<file path="src/rtl/muldiv_seq.sv">
// Sequential 32x32 multiply/divide unit for a MIPS-style HI/LO pipeline.
// Fixed 36-cycle latency for every operation: shift-add multiply and restoring divide.
module muldiv_seq #(
  parameter int WIDTH = 32
) (
  input  logic             clk,
  input  logic             rst,
  input  logic             start,
  input  logic [1:0]       op,
  input  logic [WIDTH-1:0] a,
  input  logic [WIDTH-1:0] b,
  output logic             busy,
  output logic             done,
  output logic             hilo_we,
  output logic [WIDTH-1:0] hi_wdata,
  output logic [WIDTH-1:0] lo_wdata,
  output logic             div_zero
);

  localparam int CW = $clog2(WIDTH);
  localparam int DW = 2 * WIDTH;

  typedef enum logic [2:0] {
    S_IDLE,
    S_PREP,
    S_RUN,
    S_FIX,
    S_DONE
  } state_e;

  typedef enum logic [1:0] {
    OP_MULT  = 2'b00,
    OP_MULTU = 2'b01,
    OP_DIV   = 2'b10,
    OP_DIVU  = 2'b11
  } op_e;

  state_e           state_q, state_d;
  logic [CW-1:0]    cnt_q, cnt_d;
  op_e              op_q, op_d;
  logic [WIDTH-1:0] a_q, a_d;
  logic [WIDTH-1:0] b_q, b_d;
  logic [WIDTH-1:0] opd_q, opd_d;   // multiplicand or divisor magnitude
  logic [DW-1:0]    acc_q, acc_d;   // {hi, lo} working register
  logic             neg_lo_q, neg_lo_d;
  logic             neg_hi_q, neg_hi_d;
  logic             dz_q, dz_d;
  logic [WIDTH-1:0] hi_q, hi_d;
  logic [WIDTH-1:0] lo_q, lo_d;

  logic             is_div, is_signed;
  logic             neg_a, neg_b;
  logic [WIDTH-1:0] mag_a, mag_b;
  logic [WIDTH-1:0] mul_addend;
  logic [WIDTH:0]   mul_sum;
  logic [DW-1:0]    mul_next;
  logic [WIDTH:0]   div_trial;
  logic [DW-1:0]    div_next;
  logic [DW-1:0]    prod_fix;
  logic [WIDTH-1:0] quot, rem;

  assign is_div    = op_q[1];
  assign is_signed = ~op_q[0];

  assign neg_a = is_signed & a_q[WIDTH-1];
  assign neg_b = is_signed & b_q[WIDTH-1];
  assign mag_a = neg_a ? -a_q : a_q;
  assign mag_b = neg_b ? -b_q : b_q;

  // Multiply step: add multiplicand into the upper half when the low bit is set, then shift right.
  assign mul_addend = acc_q[0] ? opd_q : {WIDTH{1'b0}};
  assign mul_sum    = {1'b0, acc_q[DW-1:WIDTH]} + {1'b0, mul_addend};
  assign mul_next   = {mul_sum, acc_q[WIDTH-1:1]};

  // Restoring divide step: shift left, try subtracting divisor, keep result only on no borrow.
  assign div_trial = acc_q[DW-1:WIDTH-1] - {1'b0, opd_q};
  assign div_next  = div_trial[WIDTH] ? {acc_q[DW-2:0], 1'b0}
                                      : {div_trial[WIDTH-1:0], acc_q[WIDTH-2:0], 1'b1};

  assign prod_fix = neg_lo_q ? -acc_q : acc_q;
  assign quot     = acc_q[WIDTH-1:0];
  assign rem      = acc_q[DW-1:WIDTH];

  // NOTE: every _d gets its hold value first so no path through this block can infer a latch.
  always_comb begin
    state_d  = state_q;
    cnt_d    = cnt_q;
    op_d     = op_q;
    a_d      = a_q;
    b_d      = b_q;
    opd_d    = opd_q;
    acc_d    = acc_q;
    neg_lo_d = neg_lo_q;
    neg_hi_d = neg_hi_q;
    dz_d     = dz_q;
    hi_d     = hi_q;
    lo_d     = lo_q;

    unique case (state_q)
      S_IDLE: begin
        if (start) begin
          state_d = S_PREP;
          op_d    = op_e'(op);
          a_d     = a;
          b_d     = b;
        end
      end
      S_PREP: begin
        state_d  = S_RUN;
        cnt_d    = '0;
        neg_lo_d = neg_a ^ neg_b;
        neg_hi_d = neg_a;
        if (is_div) begin
          acc_d = {{WIDTH{1'b0}}, mag_a};
          opd_d = mag_b;
          dz_d  = (b_q == '0);
        end else begin
          acc_d = {{WIDTH{1'b0}}, mag_b};
          opd_d = mag_a;
          dz_d  = 1'b0;
        end
      end
      S_RUN: begin
        acc_d = is_div ? div_next : mul_next;
        cnt_d = cnt_q + 1'b1;
        if (cnt_q == CW'(WIDTH - 1)) begin
          state_d = S_FIX;
        end
      end
      S_FIX: begin
        state_d = S_DONE;
        if (!is_div) begin
          hi_d = prod_fix[DW-1:WIDTH];
          lo_d = prod_fix[WIDTH-1:0];
        end else if (dz_q) begin
          // Divide by zero reports all-ones quotient and the untouched dividend as remainder.
          hi_d = a_q;
          lo_d = {WIDTH{1'b1}};
        end else begin
          hi_d = neg_hi_q ? -rem : rem;
          lo_d = neg_lo_q ? -quot : quot;
        end
      end
      S_DONE: begin
        state_d = S_IDLE;
      end
      default: begin
        state_d = S_IDLE;
      end
    endcase
  end

  // NOTE: state uses non-blocking assignments so every register samples pre-edge values.
  always_ff @(posedge clk) begin
    if (!rst) begin
      state_q  <= S_IDLE;
      cnt_q    <= '0;
      op_q     <= OP_MULT;
      a_q      <= '0;
      b_q      <= '0;
      opd_q    <= '0;
      acc_q    <= '0;
      neg_lo_q <= 1'b0;
      neg_hi_q <= 1'b0;
      dz_q     <= 1'b0;
      hi_q     <= '0;
      lo_q     <= '0;
    end else begin
      state_q  <= state_d;
      cnt_q    <= cnt_d;
      op_q     <= op_d;
      a_q      <= a_d;
      b_q      <= b_d;
      opd_q    <= opd_d;
      acc_q    <= acc_d;
      neg_lo_q <= neg_lo_d;
      neg_hi_q <= neg_hi_d;
      dz_q     <= dz_d;
      hi_q     <= hi_d;
      lo_q     <= lo_d;
    end
  end

  assign busy     = (state_q != S_IDLE);
  assign done     = (state_q == S_DONE);
  assign hilo_we  = done;
  assign div_zero = done & dz_q;
  assign hi_wdata = hi_q;
  assign lo_wdata = lo_q;

endmodule

</file>
<file path="config.mk">
export PLATFORM = sky130hd
export DESIGN_NAME = muldiv_seq
export DESIGN_NICKNAME = d
export VERILOG_FILES = /design/src/rtl/muldiv_seq.sv
export SDC_FILE = /design/constraint.sdc
export NUM_CORES = 1
export LEC_CHECK = 0
export BUFFER_PORTS_ARGS = -buffer_cell sky130_fd_sc_hd__buf_2
export CAP_MARGIN = 20
export CORE_MARGIN = 4
export CORE_UTILIZATION = 47
export DETAILED_ROUTE_END_ITERATION = 16
export SYNTH_ARGS = -nofsm -noshare
export SYNTH_HDL_FRONTEND = slang
export SYNTH_SLANG_ARGS = --single-unit
</file>
<file path="constraint.sdc">
create_clock -name clk -period 6.19 [get_ports clk]
set_input_delay 0.619 -clock clk [delete_from_list [all_inputs] [get_ports clk]]
set_output_delay 0.619 -clock clk [all_outputs]
set_load 0.05 [all_outputs]
</file>
## Word level (Yosys, flattened, before mapping)

Cells that the tools add are included.

- Register bits after elaboration: 237
- Latch bits: 0
- RAM bits: 0
- Memory bits (read-only): 0
- Input port bits: 69
- Output and inout bits: 68
- Word-level logic and storage cells: 58
- Memories kept: 0

- $add $sub $neg: 8
- $mul: 0
- Div/mod/pow operators: 0
- Magnitude comparators: 0
- Eq/ne operators: 7
- Shifts and indexed selects: 0
- Mux-type cells: 20
- Bitwise logic cells: 5
- Reductions and logical operators: 6

Operators with widths:

| kind | number |
|---|---|
| 32-bit 2-to-1 mux | 11 |
| 64-bit 2-to-1 mux | 3 |
| 32-bit negation | 4 |
| 64-bit one-hot mux with 2 select lines | 1 |
| 64-bit negation | 1 |
| 32-bit by 32-bit adder with 33-bit output | 1 |
| 33-bit by 32-bit subtractor with 33-bit output | 1 |
| 32-bit zero test | 1 |
| 3-bit one-hot mux with 4 select lines | 1 |
| 5-bit one-hot mux with 2 select lines | 1 |
| 3-bit by 2-bit equality test with 1-bit output (second input constant) | 2 |
| 3-bit 2-to-1 mux | 2 |
| 5-bit by 1-bit adder with 5-bit output (second input constant) | 1 |
| 5-bit equality test (second input constant) | 1 |
| 2-bit != test (second input constant) | 2 |
| 2-bit AND reduction | 2 |
| 1-bit bitwise AND | 3 |
| 3-bit by 1-bit equality test with 1-bit output (second input constant) | 1 |
| 3-bit equality test (second input constant) | 1 |
| 3-bit zero test | 1 |
| 3-bit nonzero test | 1 |
| 2-bit nonzero test | 1 |
| 1-bit 2-to-1 mux | 1 |
| 1-bit inverter | 1 |
| 1-bit XOR | 1 |

## Longest topological paths before layout

- Word-level depth: 5
- Gate-level depth with buffers: 14
- Depth with buffers taken out: 13

## Worst setup path before layout

No wires, ideal clock.

- Path type: register to register
- Start: register acc_q[0]
- End: register acc_q[62]
- Library setup time: 122 ps
- Data arrival time: 3155 ps
- Data required time: 6068 ps
- Setup slack: 2914 ps
- Cell stages (with the launch flop): 14
- Path buffers: 1
- Clock period less this slack: 3276 ps
- Cell sequence: dfxtp_1 inv_1 clkbuf_1 nor2_1 ha_1 a21o_1 a21o_1 a221oi_1 a311oi_1 nor3_1 o21bai_1 a221oi_1 xnor2_1 a221o_1

- Cells in the longest elaborated chain, start to end: 4

RTL lines:

| item | RTL line | RTL |
|---|---|---|
| from (decl) | 44 | `logic [DW-1:0] acc_q, acc_d;` |
| from (signal assigned) | 162 | `acc_q <= '0;` |
| from (signal assigned) | 175 | `acc_q <= acc_d;` |
| 32-bit 2-to-1 mux | 71 | `assign mul_addend = acc_q[0] ? opd_q : {WIDTH{1'b0}};` |
| 32-bit by 32-bit adder with 33-bit output | 72 | `assign mul_sum = {1'b0, acc_q[DW-1:WIDTH]} + {1'b0, mul_addend};` |
| 64-bit 2-to-1 mux | 124 | `acc_d = is_div ? div_next : mul_next;` |
| 64-bit one-hot mux with 2 select lines | 99 | `unique case (state_q)` |

No other way between the ends.
A chain may end at the register's enable or synchronous reset.

## Worst setup path in the final report

Ends and elaborated chain as after synthesis.

==> results.sh <==
export IMPL_outcome="finished, final reports clean"
export IMPL_slew_violations=0
export IMPL_place_area_mm2=0.0182
export IMPL_timing_final_crit_share_pct=64.8
export IMPL_async_flop_share_pct=0
export IMPL_netlist_instances=2314
export IMPL_max_clock_path_buffers=3
export IMPL_fin_setup_tns_ns=0
export IMPL_row_count=70
export IMPL_slew_headroom_pct=37.4
export IMPL_ios=137
export IMPL_htreeDepth=1
export IMPL_grt_max_degree=96
export IMPL_final_cell_mix="nand2_1 (335), dfxtp_1 (235), o21ai_0 (223)"
export IMPL_critPathMaxStageDelay_ns=0.69
export IMPL_portBuffers=136
export IMPL_final_instance_count_excl_fill=2818
export IMPL_drive_gt1_share_pct=10.8
export IMPL_diodes=0
export IMPL_multiInputGateArea_mm2=0.0118
export IMPL_grt_use_total_pct=28.2
export IMPL_fillers=3642
export IMPL_synth_edf_count=0
export IMPL_first_pass_iters=5
export IMPL_hp_class="input pin to flip-flop"
export IMPL_cp_data_arrival_time_ns=4.46
export IMPL_cellLeakagePower_uw=0.00798
export IMPL_worstMarginPinSlew_ns=0.927
export IMPL_antenna_found_initial=1
export IMPL_grt_pass1_vias=15600
export IMPL_clock_latency_ns=0.56
export IMPL_detail_route_antenna_nets=0
export IMPL_final_common_cell="nand2_1"
export IMPL_syn_nets=2455
export IMPL_synth_avg_cell_area_um2=7.57
export IMPL_path_cells="inv_1 -> buf_4 -> nor2_1 -> ha_1 -> a21o_1 -> a21o_1 -> a221oi_1 -> a311oi_1 -> nor3_1 -> o21bai_1 -> a221oi_1 -> xnor2_1 -> a221o_1"
export IMPL_end_kind="flip-flop"
export IMPL_start_kind="flip-flop"
export IMPL_wl_per_cell_um=21.2
export IMPL_crit_type="flip-flop to flip-flop"
export IMPL_drt_wl_total_um=59700
export IMPL_cpMaxStageDelayCell="nor3_1"
export IMPL_cts_sinks=237
export IMPL_ys_ff_latch=237
export IMPL_dieArea_mm2=0.0404
export IMPL_power_density_mw_per_mm2=258
export IMPL_synth_cell_area_mm2=0.0175
export IMPL_period_minus_slack_ns=4.01
export IMPL_vias=17000
export IMPL_area_delta_synth_final_pct=10.2
export IMPL_dp_cells=2761
export IMPL_coreArea_mm2=0.0367
export IMPL_post_cts_buffers=0
export IMPL_setup_violations=0
export IMPL_yosysSeqAreaShare_pct=27.1
export IMPL_yosysWarnings=0
export IMPL_nNetsFinal=2469
export IMPL_synth_cell_types=84
export IMPL_stdcell_area_mm2=0.0193
export IMPL_rsz0062_at_grt="no"
export IMPL_crit_buf_inv=2
export IMPL_ys_flop_type="dfxtp_1"
export IMPL_vias_per_cell=6.02
export IMPL_root_buffer="clkbuf_16"
export IMPL_rrSetupSlack_ns=2.18
export IMPL_clock_skew_ns=0.0125
export IMPL_timing_rr_start="acc_q[0]"
export IMPL_crit_start="acc_q[0]"
export IMPL_ff_latch_area_mm2=0.00475
export IMPL_die_height_um=201
export IMPL_drv_cap=0
export IMPL_ir_drop_uv=224
export IMPL_overflow=0
export IMPL_final_hold_violation_count=0
export IMPL_cts_hold_buffers=0
export IMPL_path_max_fanout=33
export IMPL_hp_start="op[1]"
export IMPL_die_w_um=201
export IMPL_path_clk_slew_ns=0.06
export IMPL_routabilityCongestion=0.972
export IMPL_place_hpwl_um=44400
export IMPL_grt_pass1_wl_um=92000
export IMPL_worstPathRequired_ns=6.64
export IMPL_cts_resized=0
export IMPL_drcViolationCount=0
export IMPL_tritoncts="done"
export IMPL_start_util_pct=47.7
export IMPL_crit_family="compound AO/OA/AOI/OAI gates"
export IMPL_drt_iter0_drc=1568
export IMPL_fmax_mhz=249
export IMPL_cts_made_buffers=29
[state kept, by name, summed over array words and instances, names as in the netlist]
name and flops:
opd_q 32, acc_q 64, hi_wdata 32, lo_wdata 32
neg_hi_q 1, b_q 32, op_q 2, dz_q 1
state_q 3, cnt_q 5, a_q 32, neg_lo_q 1
[where the power goes]
group / switching (µW) / internal (µW)
sequential: 124 / 1600
combinational: 906 / 500
clock: 719 / 1130
[synthesized netlist by cell type, drive strengths merged, types with 12 or more instances]
cell	instances	share of area [%]
nor2b	23	0.82
nor2	155	3.3
o221ai	16	0.80
xor2	97	4.9
or3	23	0.89
a21oi	151	4.3
mux2i	80	4.6
o21ai	226	6.5
o21a	27	1.2
nand2	336	7.2
a211oi	27	1.2
nor3	33	0.97
and2	12	0.43
inv	56	1.2
a31oi	12	0.43
clkbuf	147	3.6
a21o	35	1.5
o31ai	34	1.5
o41ai	20	1.1
a21boi	97	4.2
nand4	15	0.54
xnor2	102	5.1
and3	13	0.46
dfxtp	237	27
or4	22	1.1
nand3	42	1.2
ha	70	5.0
o211ai	36	1.5
nand2b	22	0.79
a22oi	16	0.69
buf	30	0.98
nor4	13	0.46
[tightest hold or removal path, stage by stage]
cell and delay [ns]:
buf_2 0.09, nand2_1 0.04, a21boi_0 0.06
[cells by family after synthesis]
family | synth area share (%)
mux | 4.83
simple gates | 19.1
flops | 27.1
xor+xnor | 9.96
fa+ha+maj | 5.23
buf+inv | 5.85
compound gates | 27.9
[cell type report]
cell class | instances | share of cell area (%)
Clock buffer | 36 | 4.16
Clock inverter | 17 | 1.21
Timing Repair Buffer | 161 | 4.89
Tap cell | 468 | 3.04
Sequential cell | 237 | 24.6
Inverter | 58 | 1.13
Multi-Input combinational cell | 1841 | 61.0
[path summary, 6_finish.rpt]
kind | end | cells past startpoint
worst min-delay path | op_q[1] | 3
worst max register to register | acc_q[62] | 13
worst max-delay path | acc_q[62] | 13
worst min register to register | hi_wdata[3] | 2
[metrics by stage]
stage          utilization, %  power [µW]  hold WS (ns)  setup slack (ns)
3_5_place_dp             49.5        3130         0.445              2.29
3_3_place_gp             49.5        3120         0.441              2.29
6_report                 52.6        4970         0.298              2.18
5_1_grt                  52.6        5200         0.302              1.79
4_1_cts                  52.3        4980         0.281              2.27
2_1_floorplan               -        2740         0.441              2.91
[metal layers]
| metal | global-route usage [%] | wire length [µm] | vias up |
|---|---|---|---|
| met1 | 39.3 | 27100 | 8052 |
| li1 | - | - | 8278 |
| met2 | 44.3 | 26200 | 528 |
| met3 | 4.93 | 4050 | 109 |
| met4 | 9.46 | 2300 | 2 |
| met5 | 0 | 14 | - |
No activity file was read; power rests on OpenSTA's default activity.
